[src/rtl/bus_grant_responder.sv]
// bus_grant_responder: responder side of the req/gnt/bus handshake.
// Detects a rising req, waits GNT_DELAY edges, pulses gnt for one cycle,
// captures the bus word on the grant edge into a FIFO and presents it on a
// valid/ready port. Requester protocol violations raise sticky error flags:
// [0] bus unstable, [1] request dropped, [2] grant timeout, [3] request held.
module bus_grant_responder #(
    parameter int DATA_W     = 32,
    parameter int GNT_DELAY  = 2,
    parameter int MAX_WAIT   = 6,
    parameter int FIFO_DEPTH = 4
) (
    input  logic              clk,
    input  logic              rst_n,
    input  logic              req,
    input  logic [DATA_W-1:0] bus,
    output logic              gnt,
    output logic              out_valid,
    input  logic              out_ready,
    output logic [DATA_W-1:0] out_data,
    input  logic              err_clr,
    output logic [3:0]        err_status
);

    localparam int PTR_W = (FIFO_DEPTH > 1) ? $clog2(FIFO_DEPTH) : 1;
    localparam int CNT_W = $clog2(MAX_WAIT + 2);

    // Counter saturates one past MAX_WAIT so the timeout compare fires once.
    localparam logic [CNT_W-1:0] DELAY_M1 = CNT_W'(GNT_DELAY - 1);
    localparam logic [CNT_W-1:0] MAX_C    = CNT_W'(MAX_WAIT);
    localparam logic [CNT_W-1:0] SAT_C    = CNT_W'(MAX_WAIT + 1);
    localparam logic [PTR_W:0]   DEPTH_C  = (PTR_W + 1)'(FIFO_DEPTH);

    typedef enum logic [1:0] {
        IDLE,
        WAIT,
        GNT,
        RELEASE
    } state_t;

    state_t            state_q, state_d;
    logic              req_q;
    logic [DATA_W-1:0] ref_q, ref_d;
    logic [CNT_W-1:0]  cnt_q, cnt_d;
    logic              gnt_d;
    logic [3:0]        err_set;

    logic              push, pop, space;
    logic [PTR_W-1:0]  wr_ptr, rd_ptr;
    logic [PTR_W:0]    count;
    logic [DATA_W-1:0] mem [FIFO_DEPTH];

    assign out_valid = (count != '0);
    assign pop       = out_valid && out_ready;
    // A pop at this edge frees a slot for a grant decided at the same edge.
    assign space     = (count < DEPTH_C) || pop;
    assign out_data  = out_valid ? mem[rd_ptr] : '0;

    // Next-state, grant and error-detection decode for the handshake FSM.
    always_comb begin
        // NOTE: every output gets a default first so no path infers a latch.
        state_d = state_q;
        ref_d   = ref_q;
        cnt_d   = cnt_q;
        gnt_d   = 1'b0;
        err_set = '0;
        push    = 1'b0;
        unique case (state_q)
            IDLE: begin
                if (req && !req_q) begin
                    ref_d = bus;
                    cnt_d = CNT_W'(1);
                    if (GNT_DELAY == 1 && space) begin
                        gnt_d   = 1'b1;
                        state_d = GNT;
                    end else begin
                        state_d = WAIT;
                    end
                end
            end
            WAIT: begin
                if (bus != ref_q) err_set[0] = 1'b1;
                if (cnt_q == MAX_C) err_set[2] = 1'b1;
                if (cnt_q != SAT_C) cnt_d = cnt_q + 1'b1;
                if (!req) begin
                    err_set[1] = 1'b1;
                    state_d    = IDLE;
                end else if (cnt_q >= DELAY_M1 && space) begin
                    gnt_d   = 1'b1;
                    state_d = GNT;
                end
            end
            GNT: begin
                push = 1'b1;
                if (bus != ref_q) err_set[0] = 1'b1;
                state_d = RELEASE;
            end
            RELEASE: begin
                if (req) err_set[3] = 1'b1;
                state_d = IDLE;
            end
            default: state_d = IDLE;
        endcase
    end

    // FSM state, request history, reference word and grant register.
    always_ff @(posedge clk or negedge rst_n) begin
        if (!rst_n) begin
            state_q <= IDLE;
            req_q   <= 1'b0;
            ref_q   <= '0;
            cnt_q   <= '0;
            gnt     <= 1'b0;
        end else begin
            // NOTE: non-blocking assignments so all registers update together.
            state_q <= state_d;
            req_q   <= req;
            ref_q   <= ref_d;
            cnt_q   <= cnt_d;
            gnt     <= gnt_d;
        end
    end

    // Sticky error flags; a flag being set wins over a same-cycle clear.
    always_ff @(posedge clk or negedge rst_n) begin
        if (!rst_n) begin
            err_status <= '0;
        end else begin
            err_status <= (err_status & ~{4{err_clr}}) | err_set;
        end
    end

    // FIFO pointers and occupancy.
    always_ff @(posedge clk or negedge rst_n) begin
        if (!rst_n) begin
            wr_ptr <= '0;
            rd_ptr <= '0;
            count  <= '0;
        end else begin
            if (push) wr_ptr <= wr_ptr + 1'b1;
            if (pop)  rd_ptr <= rd_ptr + 1'b1;
            case ({push, pop})
                2'b10:   count <= count + 1'b1;
                2'b01:   count <= count - 1'b1;
                default: count <= count;
            endcase
        end
    end

    // FIFO storage write.
    // NOTE: storage is not reset; out_data is masked to zero while empty.
    always_ff @(posedge clk) begin
        if (push) mem[wr_ptr] <= bus;
    end

endmodule
[config.mk]
export PLATFORM = sky130hd
export DESIGN_NAME = bus_grant_responder
export DESIGN_NICKNAME = d
export VERILOG_FILES = /design/src/rtl/bus_grant_responder.sv
export SDC_FILE = /design/constraint.sdc
export NUM_CORES = 1
export LEC_CHECK = 0
export ABC_AREA = 1
export CAP_MARGIN = 20
export CORE_UTILIZATION = 59
export CTS_BUF_LIST = sky130_fd_sc_hd__clkbuf_4 sky130_fd_sc_hd__clkbuf_8
export CTS_CLUSTER_DIAMETER = 40
export DETAILED_ROUTE_END_ITERATION = 7
export GPL_TIMING_DRIVEN = 0
export PLACE_DENSITY_LB_ADDON = 0.3
export SYNTH_ARGS = -nofsm -noshare
export SYNTH_HDL_FRONTEND = slang
export SYNTH_SLANG_ARGS = --single-unit
[constraint.sdc]
create_clock -name clk -period 2.65 [get_ports clk]
set_input_delay 0.6625 -clock clk [delete_from_list [all_inputs] [get_ports clk]]
set_output_delay 0.6625 -clock clk [all_outputs]
set_load 0.03 [all_outputs]
# Word level (Yosys, flattened, before mapping)
# Memory sizes are Yosys's and may differ from the RTL's.
# Cells that the tools add are included.
word_totals:
  reg_bits: 50
  mem_bits_rw: 128
  in_bits: 37
  out_inout_bits: 38
  wordCells: 66
  n_memories: 1
mem_list:
  columns: ["name", "depth", "width", "read_ports", "rd_clocked_by_memory_dff", "write_ports", "line", "source"]
  rows:
  - ["mem", 4, 32, 1, 0, 1, "50", "logic [DATA_W-1:0] mem [FIFO_DEPTH];"]
op_classes:
  add_sub_neg: 5
  magnitude_cmp: 2
  eq_ne: 11
  mux: 22
  n_bitwise: 3
  reduce_logical: 13
op_table:
  columns: ["operator", "count"]
  rows:
  - ["$mux W32", 1]
  - ["$ne A32 B32 Y1", 1]
  - ["$mux W1", 12]
  - ["$pmux W3 S2", 2]
  - ["$mux W2", 4]
  - ["$pmux W2 S4", 1]
  - ["$add A3 B1 Y3 const B", 2]
  - ["$eq A2 B2 Y1 const B", 3]
  - ["$mux W3", 2]
  - ["$ne A3 B3 Y1 const B", 2]
  - ["$add A2 B1 Y2 const B", 2]
  - ["$and A4 B4 Y4", 1]
  - ["$eq A2 B1 Y1 const B", 2]
  - ["$ne A2 B2 Y1 const B", 2]
  - ["$not A4 Y4", 1]
  - ["$or A4 B4 Y4", 1]
  - ["$reduce_and A2 Y1", 2]
  - ["$reduce_bool A2 Y1", 2]
  - ["$eq A3 B3 Y1 const B", 1]
  - ["$ge A3 B1 Y1 const B", 1]
  - ["$logic_and A1 B1 Y1", 3]
  - ["$lt A3 B3 Y1 const B", 1]
  - ["$reduce_and A3 Y1", 1]
  - ["$reduce_bool A3 Y1", 1]
  - ["5 further kinds", 5]

# Depth between registers and ports, before layout
# Gate-level depths: netlist of run 1.
logic_depth:
  depth_word: 7
  mapped_depth: 10
  depth_no_buf: 10

# Least setup slack after synthesis of run 1
# OpenSTA, ideal clock, no wires.
synth_timing:
  path_kind: "reg2out"
  from: "reg rd_ptr[0]"
  to: "out out_data[13]"
  t_arrival_ns: 1.434
  setup_slack_ns: 0.554
  stages_incl_launch_ff: 6
  path_buffers: 2
  cell_sequence: "dfrtp_1 inv_2 buf_2 clkbuf_1 o21ai_0 a21oi_1"
synth_via:
  elab_chain_len: 2
synth_rtl:
  columns: ["item", "line", "source"]
  rows:
  - ["start, declared", "48", "logic [PTR_W-1:0] wr_ptr, rd_ptr;"]
  - ["start signal, assigned", "140", "if (pop) rd_ptr <= rd_ptr + 1'b1;"]
  - ["$mem_v2 Z4 W32", null, null]
  - ["$mux W32", "56", "assign out_data = out_valid ? mem[rd_ptr] : '0;"]
  - ["end, declared", "19", "output logic [DATA_W-1:0] out_data,"]
# Every way passes these cells.

# Worst setup path after layout of run 1
layout_timing:
  from: "reg rd_ptr[1]"
  to: "out out_data[10]"
# Same word-level chain as after synthesis.

==> impl_metrics.xml, run 1 <==
<?xml version="1.0" encoding="UTF-8"?>
<metrics>
  <group name="status">
    <metric name="status" unit="">complete, no violations</metric>
  </group>
  <group name="clock_network">
    <metric name="numCtsBuffers" unit="">17</metric>
    <metric name="clk_pin_slew" unit="ns">0.09</metric>
    <metric name="clock_tree_buf_depth" unit="">2</metric>
    <metric name="cts.sink_count" unit="">178</metric>
    <metric name="cts_tree" unit="">done</metric>
    <metric name="insertion_delay" unit="ns">0.45</metric>
    <metric name="ctsRootBufferMaster" unit="">sky130_fd_sc_hd__clkbuf_8</metric>
    <metric name="htree_num_levels" unit="">4</metric>
  </group>
  <group name="floorplanning">
    <metric name="io_pins" unit="">75</metric>
    <metric name="die-height" unit="um">115.2</metric>
    <metric name="die_area" unit="um2">13280</metric>
    <metric name="rows" unit="">40</metric>
    <metric name="coreArea" unit="um2">12260</metric>
    <metric name="initial_utilization" unit="%">61.68</metric>
    <metric name="die_width" unit="um">115.2</metric>
  </group>
  <group name="cells_and_area">
    <metric name="diodes" unit="">0</metric>
    <metric name="multi_input_area" unit="um2">2201</metric>
    <metric name="fill_cells" unit="">848</metric>
    <metric name="area_occupied_by_registers" unit="um2">5095</metric>
    <metric name="drive_gt1_share" unit="%">17.00</metric>
    <metric name="post_layout_nets" unit="">792</metric>
    <metric name="area_growth_synth_to_finish" unit="%">17.67</metric>
  </group>
  <group name="worst_hold_path">
    <metric name="worst_hold_path_type" unit="">in2async</metric>
  </group>
  <group name="timing">
    <metric name="final_max_slew_violation_count" unit="">0</metric>
    <metric name="final_critical_path_setup_slack" unit="ns">0.02916</metric>
    <metric name="worst_pin_slew" unit="ns">0.8861</metric>
    <metric name="final.period_utilization" unit="%">98.90</metric>
    <metric name="final.min_clock_period" unit="ns">2.621</metric>
    <metric name="final_setup_fails" unit="">0</metric>
    <metric name="final_report_hold_violation_count" unit="">0</metric>
    <metric name="max_slew_margin" unit="%">40.93</metric>
    <metric name="finClkSkew" unit="ns">0.01123</metric>
    <metric name="unrepaired_setup_endpoints_after_global_routing" unit="">yes</metric>
    <metric name="fmax" unit="MHz">381.6</metric>
  </group>
  <group name="worst_setup_path">
    <metric name="crit_required" unit="ns">1.99</metric>
    <metric name="max_stage_delay" unit="ns">0.34</metric>
    <metric name="timing.critical_path.cells" unit="">clkbuf_4, inv_1, buf_2, nor2_1, o21ai_0, a21oi_1, clkdlybuf4s15_2</metric>
    <metric name="cpMaxStageDelayCell" unit="">sky130_fd_sc_hd__dfrtp_1</metric>
    <metric name="cp.arrival" unit="ns">1.96</metric>
    <metric name="timing.critical_path.max_delay_family" unit="">buffers and inverters</metric>
    <metric name="startpoint_to_endpoint_class_of_the_critical_path" unit="">reg2out</metric>
    <metric name="timing.critical_path.from_type" unit="">register</metric>
    <metric name="path_buf_inv" unit="">4</metric>
    <metric name="timing.critical_path.to_type" unit="">output port</metric>
    <metric name="timing.critical_path.fanout_max" unit="">10</metric>
  </group>
  <group name="placed_design">
    <metric name="gp_routability_congestion" unit="">0.7496</metric>
    <metric name="portBuffers" unit="">74</metric>
    <metric name="pre_cts_ws" unit="ns">-0.2467</metric>
    <metric name="place_hpwl" unit="um">10420</metric>
  </group>
  <group name="grt">
    <metric name="maximum_number_of_pins_on_one_net_before_global_route_repair" unit="">35</metric>
    <metric name="first_global_vias" unit="">5099</metric>
    <metric name="antenna_found_initial" unit="">0</metric>
    <metric name="globalRoute.totalOverflow" unit="">0</metric>
    <metric name="grtUsageTotal" unit="%">26.56</metric>
    <metric name="wire_length_of_the_first_global_routing_pass" unit="um">25550</metric>
  </group>
  <group name="detailed_routing">
    <metric name="detail_route.wirelength" unit="um">16330</metric>
    <metric name="drt_pass1_iterations" unit="">5</metric>
    <metric name="vias" unit="">5084</metric>
    <metric name="initialDrtViolationCount" unit="">439</metric>
    <metric name="antenna_left" unit="">0</metric>
    <metric name="wire_per_inst" unit="um">17.73</metric>
    <metric name="remaining_drc_errors" unit="">0</metric>
    <metric name="viasPerCell" unit="">5.520</metric>
  </group>
  <group name="power">
    <metric name="p_leak" unit="nW">3.487</metric>
    <metric name="vdd_drop_max" unit="uV">655.6</metric>
    <metric name="switching_power" unit="mW">4.086</metric>
    <metric name="power.switching_fraction" unit="%">40.26</metric>
    <metric name="sequentialPowerShare" unit="%">37.6</metric>
    <metric name="power" unit="mW">10.15</metric>
    <metric name="cell_internal_power" unit="mW">6.063</metric>
    <metric name="combinationalPowerShare" unit="%">45.3</metric>
    <metric name="clock_power_share" unit="%">17.1</metric>
    <metric name="power-per-cell-area" unit="nW/um2">1140</metric>
  </group>
  <group name="logic_synthesis">
    <metric name="synthCells" unit="">644</metric>
    <metric name="yosys_warnings" unit="">0</metric>
    <metric name="syn_nets" unit="">696</metric>
    <metric name="synth_area_per_cell" unit="um2">11.74</metric>
    <metric name="synth.yosys.seq_area_share" unit="%">67.36</metric>
    <metric name="netlist_area" unit="um2">7564</metric>
    <metric name="synth_seq_cells" unit="">178</metric>
    <metric name="yosys.cell_types.count" unit="">26</metric>
  </group>
  <group name="flow_run">
    <metric name="drv_cap" unit="">0</metric>
  </group>
</metrics>
synth_stat cells (all sizes together):
cell / count / area [um2]
a21oi: 35 / 175.2
a22o: 2 / 17.52
a32o: 1 / 10.01
buf: 15 / 90.09
clkbuf: 14 / 52.55
dfrtp: 50 / 1251
edfxtp: 128 / 3844
fa: 1 / 20.02
ha: 14 / 175.2
inv: 35 / 131.4
mux2: 26 / 322.8
nand2: 65 / 244.0
nand3: 1 / 5.000
nor2: 146 / 550.5
nor3: 2 / 15.01
o21ai: 78 / 390.4
o22ai: 1 / 6.260
xnor2: 27 / 236.5
xor2: 3 / 26.28
logic make-up (layout without fill, tap and decap cells):
logic type	count (synthesis)	in the layout	synth area share, %
buffers and inverters	64	173	3.623
flip-flops	178	178	67.36
AO/OA/AOI/OAI	117	117	7.924
adder cells (fa/ha/maj)	15	15	2.581
multiplexers	26	26	4.268
AND/OR/NAND/NOR	214	214	10.77
XOR/XNOR	30	30	3.474
worst register-to-register path: stages, from the launching register on:
cell and delay (ns):
sky130_fd_sc_hd__dfrtp_1 0.41, sky130_fd_sc_hd__inv_1 0.16, sky130_fd_sc_hd__ha_1 0.17, sky130_fd_sc_hd__clkbuf_1 0.31
sky130_fd_sc_hd__nand2_1 0.11, sky130_fd_sc_hd__inv_2 0.65
area by class of cell:
cell class | count | share of cell area [%]
clock inverters | 6 | 0.6467
multi-input cells | 402 | 24.73
clock buffers | 26 | 3.529
inverters | 35 | 1.476
plain buffers | 29 | 2.376
flip-flops and latches | 178 | 57.25
well taps | 168 | 2.362
repair buffers | 77 | 7.634
path summary, 6_finish.rpt:
kind / startpoint / endpoint / slack (ns) / depth (start not counted)
max: rd_ptr[1] / out_data[10] / 0.03 / 7
min in group clk: err_status[1] / err_status[1] / 0.51 / 1
max reg2reg: state_q[0] / mem[2][1] / 0.43 / 5
min reg2reg: err_status[1] / err_status[1] / 0.51 / 1
min: rst_n / ref_q[10] / 0.15 / 1
max in group asynchronous: rst_n / count[0] / 1.94 / 2
layer usage:
metal	share of wire, %	track usage, %	routed length, um
met1	40	33.27	6494
met2	52	44.54	8453
met3	7.0	6.220	1138
met4	1.5	11.60	242
met5	0	0	0
power by group through the flow:
| stage | combinational [mW] | clock [mW] | sequential [mW] |
|---|---|---|---|
| CTS | 4.65 | 1.75 | 3.81 |
| finish | 4.60 | 1.74 | 3.82 |
| floorplan | 3.02 | 0 | 3.83 |
| global route | 4.99 | 1.87 | 3.87 |
| global placement | 4.58 | 0 | 3.81 |
| detailed placement | 4.75 | 0 | 3.86 |
flip-flops by register name, indices dropped and copies added, names as in the netlist, named ones only:
register and flops:
mem 128, ref_q 32, err_status 4, cnt_q 3, count 3, rd_ptr 2, wr_ptr 2, gnt 1
req_q 1, state_q 1
per-stage QoR:
| step | instances | utilization, % | area [um2] | TNS, ns | hold WS [ns] |
|---|---|---|---|---|---|
| 4_1_cts | 920 | 73.05 | 8957 | -0.04933 | 0.1439 |
| 3_5_place_dp | 888 | 69.79 | 8557 | -4.507 | 0.4817 |
| 6_report | 921 | 72.58 | 8900 | 0 | 0.1463 |
| 3_3_place_gp | 886 | 69.44 | 8514 | -36.90 | 0.4681 |
| 2_1_floorplan | 644 | - | 7564 | 0 | 0.3669 |
| 5_1_grt | 921 | 72.58 | 8900 | -0.3410 | 0.1585 |
cell usage in the layout (no fill, tap or decap):
| cell | instances |
|---|---|
| sky130_fd_sc_hd__mux2_2 | 18 |
| sky130_fd_sc_hd__clkbuf_4 | 16 |
| sky130_fd_sc_hd__nor3_4 | 1 |
| sky130_fd_sc_hd__nand2_1 | 65 |
| sky130_fd_sc_hd__dfrtp_1 | 50 |
| sky130_fd_sc_hd__mux2_4 | 8 |
| sky130_fd_sc_hd__clkbuf_2 | 3 |
| sky130_fd_sc_hd__inv_1 | 30 |
| sky130_fd_sc_hd__clkinv_2 | 4 |
| sky130_fd_sc_hd__clkinvlp_4 | 1 |
| sky130_fd_sc_hd__nand3_1 | 1 |
| sky130_fd_sc_hd__clkbuf_1 | 2 |
| sky130_fd_sc_hd__o21ai_1 | 2 |
| sky130_fd_sc_hd__a22o_1 | 2 |
| sky130_fd_sc_hd__nor2_2 | 1 |
| sky130_fd_sc_hd__clkdlybuf4s50_1 | 41 |
| sky130_fd_sc_hd__a21oi_1 | 35 |
| sky130_fd_sc_hd__buf_12 | 2 |
| sky130_fd_sc_hd__buf_2 | 28 |
| sky130_fd_sc_hd__xor2_1 | 3 |
| sky130_fd_sc_hd__nor2_1 | 145 |
| sky130_fd_sc_hd__xnor2_1 | 27 |
| sky130_fd_sc_hd__edfxtp_1 | 128 |
| sky130_fd_sc_hd__clkdlybuf4s15_2 | 3 |
| sky130_fd_sc_hd__ha_1 | 14 |
| sky130_fd_sc_hd__clkdlybuf4s18_2 | 1 |
| sky130_fd_sc_hd__clkbuf_8 | 19 |
| sky130_fd_sc_hd__buf_6 | 5 |
| sky130_fd_sc_hd__nor3_1 | 1 |
| sky130_fd_sc_hd__o22ai_1 | 1 |
| sky130_fd_sc_hd__o21ai_0 | 76 |
| sky130_fd_sc_hd__buf_4 | 11 |
| sky130_fd_sc_hd__fa_1 | 1 |
| sky130_fd_sc_hd__inv_2 | 5 |
| sky130_fd_sc_hd__a32o_1 | 1 |
| sky130_fd_sc_hd__bufinv_16 | 1 |
| sky130_fd_sc_hd__buf_16 | 1 |
timing repair:
item	4_1_cts	5_1_grt
pin swaps	0	3
hold buffers	0	0
setup endpoints to repair	33	33
hold endpoints to repair	0	0
resized for setup	142	57
buffers inserted	0	1
Power figures use the tool's default switching activity.
==> run 2, diff against run 1 <==
- CORE_UTILIZATION: 59 -> 53
- clock period: 2.65 -> 2.19 ns (I/O delays scaled with it)
==> run 2 against run 1 <==
- flip-flop and latch count stayed put
- global-route usage decreased by 3.2 points
- register-to-register slack got worse by 0.38 ns
- via count grew 0.87%
- critical path depth rose by 1
- non-clock buffer count is 18 higher
- the run now ends with negative setup slack left
- die area rose by 11%
- highest routed layer unchanged
- first-iteration DRC count shrank 8.4%
- sequential share of layout area fell by 3.4 points
- largest power group unchanged
- largest cell class unchanged
- routed wire length up 1.9%
==> impl_metrics.xml, run 2 (same netlist as run 1, synthesis figures left out) <==
<?xml version="1.0" encoding="UTF-8"?>
<metrics>
  <group name="worst_setup_path">
    <metric name="timing.rr.start" unit="">count[0]</metric>
    <metric name="worstReg2RegEnd" unit="">count[2]</metric>
    <metric name="cp.arrival" unit="ns">1.85</metric>
    <metric name="timing.critical_path.max_delay_family" unit="">buffers and inverters</metric>
    <metric name="crit_required" unit="ns">1.64</metric>
    <metric name="timing.critical_path.fanout_max" unit="">4</metric>
    <metric name="startpoint_to_endpoint_class_of_the_critical_path" unit="">reg2out</metric>
    <metric name="timing.critical_path.cells" unit="">buf_4, buf_6, buf_4, nor2_1, nor2_1, o21ai_0, a21oi_1, buf_4</metric>
    <metric name="r2r_slack" unit="ns">0.05</metric>
    <metric name="path_buf_inv" unit="">4</metric>
    <metric name="critical_path_cell_count" unit="">8</metric>
    <metric name="max_stage_delay" unit="ns">0.41</metric>
    <metric name="cpMaxStageDelayCell" unit="">sky130_fd_sc_hd__dfrtp_2</metric>
    <metric name="timing.critical_path.to_type" unit="">output port</metric>
    <metric name="timing.critical_path.from_type" unit="">register</metric>
    <metric name="cp_common_cell" unit="">sky130_fd_sc_hd__buf_4</metric>
    <metric name="r2r.worst_path.cells" unit="">11</metric>
  </group>
  <group name="placed_design">
    <metric name="portBuffers" unit="">74</metric>
    <metric name="place_hpwl" unit="um">10320</metric>
    <metric name="place.detailed.instances" unit="">903</metric>
    <metric name="gp_routability_congestion" unit="">0.7849</metric>
  </group>
  <group name="grt">
    <metric name="wire_length_of_the_first_global_routing_pass" unit="um">25300</metric>
    <metric name="maximum_number_of_pins_on_one_net_before_global_route_repair" unit="">30</metric>
    <metric name="first_global_vias" unit="">5148</metric>
    <metric name="globalRoute.totalOverflow" unit="">0</metric>
    <metric name="antenna_found_initial" unit="">0</metric>
    <metric name="grtUsageTotal" unit="%">23.37</metric>
  </group>
  <group name="clock_network">
    <metric name="insertion_delay" unit="ns">0.46</metric>
    <metric name="numCtsBuffers" unit="">17</metric>
    <metric name="cts_tree" unit="">done</metric>
    <metric name="clk_pin_slew" unit="ns">0.08</metric>
    <metric name="ctsRootBufferMaster" unit="">sky130_fd_sc_hd__clkbuf_8</metric>
    <metric name="htree_num_levels" unit="">4</metric>
    <metric name="clock_tree_buf_depth" unit="">2</metric>
    <metric name="cts_hold_repair.buffers" unit="">0</metric>
    <metric name="cts.sink_count" unit="">178</metric>
  </group>
  <group name="cells_and_area">
    <metric name="register_with_the_highest_flop_count" unit="">mem</metric>
    <metric name="most_frequent_cells_in_the_layout" unit="">sky130_fd_sc_hd__nor2_1 (130), sky130_fd_sc_hd__edfxtp_1 (128), sky130_fd_sc_hd__nand2_1 (65)</metric>
    <metric name="post_layout_nets" unit="">810</metric>
    <metric name="fill_cells" unit="">927</metric>
    <metric name="layout.core_utilization" unit="%">68.22</metric>
    <metric name="area_occupied_by_registers" unit="um2">5096</metric>
    <metric name="final-instance-count-excl-fill" unit="">951</metric>
    <metric name="drive_gt1_share" unit="%">22.18</metric>
    <metric name="area_growth_synth_to_finish" unit="%">25.19</metric>
    <metric name="multi_input_area" unit="um2">2282</metric>
    <metric name="largest_register_ffs" unit="">128</metric>
    <metric name="layout_commonest_cell" unit="">sky130_fd_sc_hd__nor2_1</metric>
    <metric name="diodes" unit="">0</metric>
    <metric name="reg_top3" unit="">mem x128, ref_q x32, err_status x4</metric>
  </group>
  <group name="detailed_routing">
    <metric name="remaining_drc_errors" unit="">0</metric>
    <metric name="detail_route.wirelength" unit="um">16650</metric>
    <metric name="drt_pass1_iterations" unit="">5</metric>
    <metric name="wire_per_inst" unit="um">17.50</metric>
    <metric name="vias" unit="">5128</metric>
    <metric name="antenna_left" unit="">0</metric>
    <metric name="wl_met3" unit="um">1082</metric>
    <metric name="initialDrtViolationCount" unit="">402</metric>
    <metric name="detail_route.wirelength.met1" unit="um">6726</metric>
    <metric name="route.top_layer_used" unit="">met4</metric>
    <metric name="viasPerCell" unit="">5.392</metric>
    <metric name="dr_wl_met2" unit="um">8316</metric>
  </group>
  <group name="status">
    <metric name="failed_checks" unit="">negative setup slack</metric>
    <metric name="status" unit="">finished, violations left</metric>
  </group>
  <group name="timing">
    <metric name="final_critical_path_setup_slack" unit="ns">-0.2121</metric>
    <metric name="final_setup_fails" unit="">32</metric>
    <metric name="fmax" unit="MHz">416.3</metric>
    <metric name="final_max_slew_violation_count" unit="">0</metric>
    <metric name="final.min_clock_period" unit="ns">2.402</metric>
    <metric name="max_slew_margin" unit="%">58.22</metric>
    <metric name="holdWs" unit="ns">0.05609</metric>
    <metric name="finClkSkew" unit="ns">0.009001</metric>
    <metric name="worst_pin_slew" unit="ns">0.6260</metric>
    <metric name="final.period_utilization" unit="%">109.7</metric>
    <metric name="unrepaired_setup_endpoints_after_global_routing" unit="">yes</metric>
    <metric name="final_report_hold_violation_count" unit="">0</metric>
  </group>
  <group name="floorplanning">
    <metric name="io_pins" unit="">75</metric>
    <metric name="die_area" unit="um2">14750</metric>
    <metric name="coreArea" unit="um2">13880</metric>
    <metric name="rows" unit="">43</metric>
    <metric name="initial_utilization" unit="%">54.49</metric>
    <metric name="die_width" unit="um">121.5</metric>
    <metric name="die-height" unit="um">121.5</metric>
  </group>
  <group name="worst_hold_path">
    <metric name="worst_hold_path_type" unit="">in2async</metric>
  </group>
  <group name="power">
    <metric name="p_leak" unit="nW">3.669</metric>
    <metric name="power" unit="mW">13.52</metric>
    <metric name="power-per-cell-area" unit="nW/um2">1428</metric>
    <metric name="vdd_drop_max" unit="uV">691.8</metric>
  </group>
  <group name="flow_run">
    <metric name="drv_cap" unit="">0</metric>
  </group>
</metrics>
## run 2: changes by cell type in the layout (fill, tap and decap cells not counted), moves of 10 or more
cell                       delta
sky130_fd_sc_hd__buf_6       +15
sky130_fd_sc_hd__nor2_2      +12
sky130_fd_sc_hd__buf_2       -26
sky130_fd_sc_hd__o21ai_0     -28
sky130_fd_sc_hd__o21ai_1     +27
sky130_fd_sc_hd__buf_4       +28
sky130_fd_sc_hd__clkbuf_4    -10
sky130_fd_sc_hd__nor2_1      -15
## run 2: worst max-delay path by stage
stage               startpoint            to  slack (ns)
floorplan           state_q[0]     mem[0][0]        0.18
global placement         rst_n     ref_q[20]       -0.90
detailed placement    count[1]   out_data[1]       -0.58
CTS                  rd_ptr[0]   out_data[3]       -0.20
global route         rd_ptr[0]  out_data[25]       -0.28
finish               rd_ptr[0]  out_data[31]       -0.21
## run 2: repair_timing
item / CTS / global route
endpoints found under the setup margin: 114 / 34
cloned: 2 / 1
setup buffers: 9 / 7
gates resized for setup: 278 / 61
pin swaps: 10 / 21
## run 2: worst register-to-register path: cells and delay by family, from the launching register on
| kind | cells | cell delay (ns) |
|---|---|---|
| simple gates | 2 | 0.19 |
| xor+xnor | 1 | 0.17 |
| fa+ha+maj | 2 | 0.55 |
| buf+inv | 4 | 0.37 |
| compound gates | 2 | 0.30 |
| flops | 1 | 0.43 |
## run 2: report_power, final
part           switching [mW]  leakage [nW]  internal [mW]
Sequential              0.386          1.76           4.24
Clock                    1.11         0.207           1.19
Combinational            3.76          1.70           2.84
## run 2: final cells by class
type | count | area share (%)
well taps | 180 | 2.378
multi-input cells | 402 | 24.10
flip-flops and latches | 178 | 53.82
repair buffers | 96 | 10.24
inverters | 35 | 1.506
plain buffers | 28 | 3.660
clock inverters | 11 | 1.440
clock buffers | 21 | 2.854
## run 2: metrics by stage
step | setup WS, ns | TNS, ns | area, um2
after floorplan | 0.1841 | 0 | 7564
after global placement | -0.9003 | -95.17 | 8529
after detailed placement | -0.5772 | -18.03 | 8655
after CTS | -0.2024 | -4.646 | 9314
after global routing | -0.2751 | -6.400 | 9469
final | -0.2121 | -3.873 | 9469
## run 2: layer usage
layer  vias up  GRT usage, %
met3        42         5.075
met5         -             0
met1      2477         29.00
li1       2410             -
met4         0         12.11
met2       199         38.46
==> run 3, diff against run 2 <==
- CTS_CLUSTER_SIZE: not set -> 30
==> results of run 3 <==
The final DEF is identical to that of run 2; final timing and power are the same.
==> patch 1 (config.mk and constraints of run 3) <==
The parameter `FIFO_DEPTH` goes from 4 to 8.
--- a/src/rtl/bus_grant_responder.sv
+++ b/src/rtl/bus_grant_responder.sv
@@ -7,7 +7,7 @@
     parameter int DATA_W     = 32,
     parameter int GNT_DELAY  = 2,
     parameter int MAX_WAIT   = 6,
-    parameter int FIFO_DEPTH = 4
+    parameter int FIFO_DEPTH = 8
 ) (
     input  logic              clk,
     input  logic              rst_n,
Check against the original RTL: same outputs for any inputs over 4 cycles, from zero or initial values and one cycle with rst_n low; that may be too few to reach the edited logic, so the function may still have changed.
==> patch 1 against run 3 <==
Synthesized area rose by 70%. Worst setup slack got worse by 0.38 ns. Sequential cell count rose by 131. Hold slack got worse by 0.060 ns. The run ends with negative hold slack, negative setup slack left. Largest power group unchanged. Cell area rose by 72%. Power rose by 73%. Critical endpoint is now out_data[18]. Wire length rose by 95%. First-iteration DRC count rose by 100%. Clock skew rose by 0.028 ns.
==> patch 1: results (changes against run 3) <==
Clk tree area frac -> 5.84% (+1.5 points)
Post-synth top cells -> 283 x nor2_1, 256 x edfxtp_1, 155 x o21ai_0
Status -> finished with violations
Synth area leaders -> edfxtp_1 60%, dfrtp_1 10%, nor2_1 8.3%
Leak Pwr -> 5.93 nW (+61%)
CTS buffer count -> 38 (+21)
Post-synthesis sequential area ratio -> 70.2% (+2.8 points)
Routing usage on met1 -> 33.7% (+4.7 points)
Slowest stage delay, CP -> 0.47 ns (+0.06 ns)
Syn_area_per_cell -> 12.2 um2 (+4.1%)
Setup WS post-layout -> -0.596 ns (-0.383 ns)
Largest Pwr Group -> combinational cells
Fin nets -> 1,254 (+55%)
Non-Clock Buffer Count -> 168 (+35%)
Via density -> 5.74 (+6.5%)
H-tree Lvls -> 2 (-2)
Largest net degree at the start of global routing -> 31 (+3.3%)
Share of layout cells above drive strength 1 -> 25.0% (+2.8 points)
GR Layer Usage met3 -> 4.49% (-0.59 points)
Most common cell in the netlist -> nor2_1
DR iter-0 viols -> 803 (+100%)
Vias in the first global route -> 8,552 (+66%)
Largest regs -> mem (256), ref_q (32)
Fillers -> 1,576 (+70%)
Setup Viol. Count Final -> 33 (+3.1%)
Area of the multi-input gates -> 3800 um2 (+66%)
Violations in the final reports -> negative hold slack, negative setup slack
Fin cells -> 1,552 (+63%)
Comb_multi_in -> 654 (+63%)
Metal2 WL -> 16.0 mm (+93%)
Crit-path max FO -> 7 (+3)
FFs w/ async S/R, synth -> 17.2% (-11 points)
CLK BUF -> 44 (+110%)
Signal inverters -> 32 (-8.6%)
Post-DP HPWL -> 19.1 mm (+85%)
Met2 usage -> 44.2% (+5.7 points)
Unique cell type count in the Yosys netlist -> 28 (+7.7%)
Clock Skew -> 0.0368 ns (+0.0278 ns)
Met1 WL -> 13.0 mm (+93%)
Final non-clock buffer share -> 12.4% (-1.5 points)
GR Util All Layers -> 25.8% (+2.5 points)
Syn_nets -> 1,101 (+58%)
EDFF count, synth -> 256 (+100%)
Hold Fails Final Rpt -> 2 (+2)
Maximum vdd drop -> 860 uV (+24%)
Reg area -> 9010 um2 (+77%)
Gate power share -> 46.9% (-1.9 points)
Reg2Reg Depth -> 12 (+1)
Total clock sinks -> 309 (+74%)
Final WL -> 32.5 mm (+95%)
Sw frac -> 39.6% (+0.76 points)
Seq pwr share -> 31.9% (-2.3 points)
Hold slack final -> -0.00411 ns (-0.0602 ns)
Clock latency on the worst-skew pair -> 0.57 ns (+0.11 ns)
-- patch 1: cell types whose count changed after synthesis, sizes merged, moves of 3 or more --
cell           run 3  this run
o32ai              0        32
nand3              1         5
nand2             65        77
nor2             146       283
clkbuf            14        24
a21oi             35         3
edfxtp           128       256
dfrtp             50        53
inv               35        32
o21ai             78       174
buf               15        32
-- patch 1: kinds of logic (layout without fill, tap and decap cells) --
kind of cell               count (synthesis)  count (layout)  synth area share [%]
DFF                                      309             309                  70.2
xor gates and xnor gates                  33              33                  2.25
and+or+nand+nor                          367             368                  10.8
muxes                                     26              26                  2.28
adders and majority gates                 14              14                  1.36
buffers and inverters                     88             270                  3.30
AOI/OAI and AO/OA                        213             213                  9.81
-- patch 1: how the worst max path moves through the flow --
stage	start	slack, ns	to	depth (start not counted)
after floorplan	state_q[0]	-0.47	mem[5][0]	4
after global placement	state_q[0]	-1.79	mem[1][6]	4
after detailed placement	count[1]	-0.83	out_data[23]	6
after CTS	rd_ptr[0]	-0.54	out_data[17]	8
after global routing	rd_ptr[0]	-0.63	out_data[30]	9
final	rd_ptr[0]	-0.60	out_data[18]	8
-- patch 1: stage by stage --
step	setup TNS [ns]	hold slack [ns]	total power, W	setup WS [ns]	area (um2)
2_1_floorplan	-83.41	0.252	0.0132	-0.468	12900
3_3_place_gp	-408.67	0.472	0.0161	-1.79	14000
3_5_place_dp	-56.59	0.476	0.0165	-0.831	14200
4_1_cts	-15.05	0.0255	0.0223	-0.544	15800
5_1_grt	-18.29	0.0719	0.0245	-0.634	16300
6_report	-16.00	-0.00411	0.0235	-0.596	16300
-- patch 1: what timing repair did --
| action | in CTS | in global routing |
|---|---|---|
| cloned | 4 | 9 |
| setup buffers | 18 | 3 |
| endpoints found under the setup margin | 217 | 114 |
| pin swaps | 18 | 76 |
| gates resized for setup | 336 | 122 |
==> patch 2 (flow settings as in run 3) <==
Made on the original files. Put one more register stage on the output `err_status`. The value now appears one clock later. The other outputs are not delayed to match.
--- a/src/rtl/bus_grant_responder.sv
+++ b/src/rtl/bus_grant_responder.sv
@@ -36,6 +36,8 @@
         GNT,
         RELEASE
     } state_t;
+
+    logic [3:0] err_status_s0;
 
     state_t            state_q, state_d;
     logic              req_q;
@@ -123,9 +125,9 @@
     // Sticky error flags; a flag being set wins over a same-cycle clear.
     always_ff @(posedge clk or negedge rst_n) begin
         if (!rst_n) begin
-            err_status <= '0;
+            err_status_s0 <= '0;
         end else begin
-            err_status <= (err_status & ~{4{err_clr}}) | err_set;
+            err_status_s0 <= (err_status_s0 & ~{4{err_clr}}) | err_set;
         end
     end
 
@@ -152,4 +154,8 @@
         if (push) mem[wr_ptr] <= bus;
     end
 
+    always_ff @(posedge clk) begin
+        err_status <= err_status_s0;
+    end
+
 endmodule
Formal check against the unedited RTL: not equivalent (Yosys sat finds a counterexample within 4 cycles, from zero or initial values and one cycle with rst_n low).
==> patch 2 against run 3 <==
The run still ends with negative setup slack left. Cell area up 0.67%. Sequential share of layout area grew 0.48 points. Synthesized area is 1.1% higher. Combinational power increased by 0.6%. Sequential cell count up 4. Worst setup slack lost 0.0072 ns. Wire length fell by 0.53%. Power grew 1.7%. Sequential power increased by 2%. Die area increased by 1.0%. Largest power group unchanged. Highest routed layer unchanged.
==> patch 2: results (changes against run 3) <==
Status -> finished with violations
Violations in the final reports -> negative setup slack
Unique cell type count in the Yosys netlist -> 28 (+7.7%)
Pre-antenna DRT Iters -> 5 (unchanged)
Fillers -> 968 (+4.4%)
Vias in the first global route -> 5,163 (+0.29%)
Final WL -> 16.6 mm (-0.53%)
Crit-path max FO -> 7 (+3)
TNS Setup -> -3.81 ns (+0.0611 ns)
DR iter-0 viols -> 391 (-2.7%)
FFs w/ async S/R, synth -> 27.5% (-0.62 points)
Largest net degree at the start of global routing -> 33 (+10%)
Clock Skew -> 0.00790 ns (-0.00110 ns)
Critical Path End -> out_data[5]
Post-DP HPWL -> 10.5 mm (+1.5%)
Setup Viol. Count Final -> 32 (unchanged)
Syn_nets -> 700 (+0.57%)
Largest regs -> mem (128), ref_q (32)
Global-route wire length before repair -> 25.6 mm (+1.1%)
Mapped Cells -> 648 (+0.62%)
Setup WS post-layout -> -0.219 ns (-0.00720 ns)
Gpl congestion -> 0.737 (-6.1%)
Worst R2R Setup Slack -> 0.12 ns (+0.07 ns)
Synth area leaders -> edfxtp_1 50%, dfrtp_1 16%, nor2_1 7.1%
Worst R2R Start -> count[0]
Post-synth top cells -> 144 x nor2_1, 128 x edfxtp_1, 78 x o21ai_0
Slew @ Worst Pin -> 0.887 ns (+0.261 ns)
Placed cell area -> 8680 um2 (+0.29%)
Post-CTS sizing -> 298 (+7.2%)
Fin cells -> 947 (-0.42%)
Fin nets -> 806 (-0.49%)
Worst Setup SP -> rd_ptr[0]
Worst min path class -> in2async
Maximum vdd drop -> 708 uV (+2.4%)
R2r endpoint -> count[2]
CTS buffer count -> 17 (unchanged)
Leak Pwr -> 3.69 nW (+0.64%)
Share of layout cells above drive strength 1 -> 21.3% (-0.93 points)
GR Util All Layers -> 23.2% (-0.19 points)
Via count -> 5,099 (-0.57%)
Slowest stage delay, CP -> 0.45 ns (+0.04 ns)
Post-synthesis sequential area ratio -> 67.7% (+0.34 points)
Post-CTS setup repair buffer count -> 5 (-4)
## patch 2: worst min path at each step
stage                      from                    endpoint  slack (ns)  cells past startpoint
3_3_place_gp   err_status_s0[1]               err_status[1]        0.36                      0
6_report                  rst_n                    ref_q[9]        0.04                      1
3_5_place_dp   err_status_s0[1]               err_status[1]        0.36                      0
5_1_grt                   rst_n                    ref_q[9]        0.06                      1
4_1_cts                   rst_n                    ref_q[9]        0.04                      1
2_1_floorplan             rst_n  asynchronous set/reset pin        0.25                      0
## patch 2: area by class of cell
class | instances | share of cell area, %
plain buffers | 28 | 4.23
clock buffers | 24 | 3.20
clock inverters | 8 | 1.29
inverters | 35 | 1.42
multi-input cells | 402 | 23.9
flip-flops and latches | 182 | 54.3
well taps | 180 | 2.36
repair buffers | 88 | 9.29
## patch 2: per-stage QoR
step	worst slack (ns)	util, %
6_report	-0.219	68.1
5_1_grt	-0.254	68.1
4_1_cts	-0.179	67.0
3_5_place_dp	-0.577	62.0
3_3_place_gp	-0.903	61.5
2_1_floorplan	0.184	-
## patch 2: kinds of logic (layout without fill, tap and decap cells)
logic type / Yosys count / in the layout / synth area share (%)
AOI/OAI and AO/OA: 118 / 118 / 7.91
muxes: 26 / 26 / 4.22
xor gates and xnor gates: 30 / 30 / 3.44
buffers and inverters: 64 / 183 / 3.57
and+or+nand+nor: 213 / 213 / 10.6
DFF: 182 / 182 / 67.7
adders and majority gates: 15 / 15 / 2.55
## patch 2: where the power goes
group,internal [W],switching (W),total [W]
Clock,0.00127,0.00111,0.00238
Combinational,0.00290,0.00375,0.00664
Sequential,0.00434,0.000393,0.00473
Total,0.00850,0.00525,0.0137
## patch 2: layer usage
metal | track usage, % | share of wire, %
met1 | 28.3 | 41
met2 | 39.7 | 51
met3 | 5.90 | 5.6
met4 | 8.61 | 2.1
met5 | 0 | 0
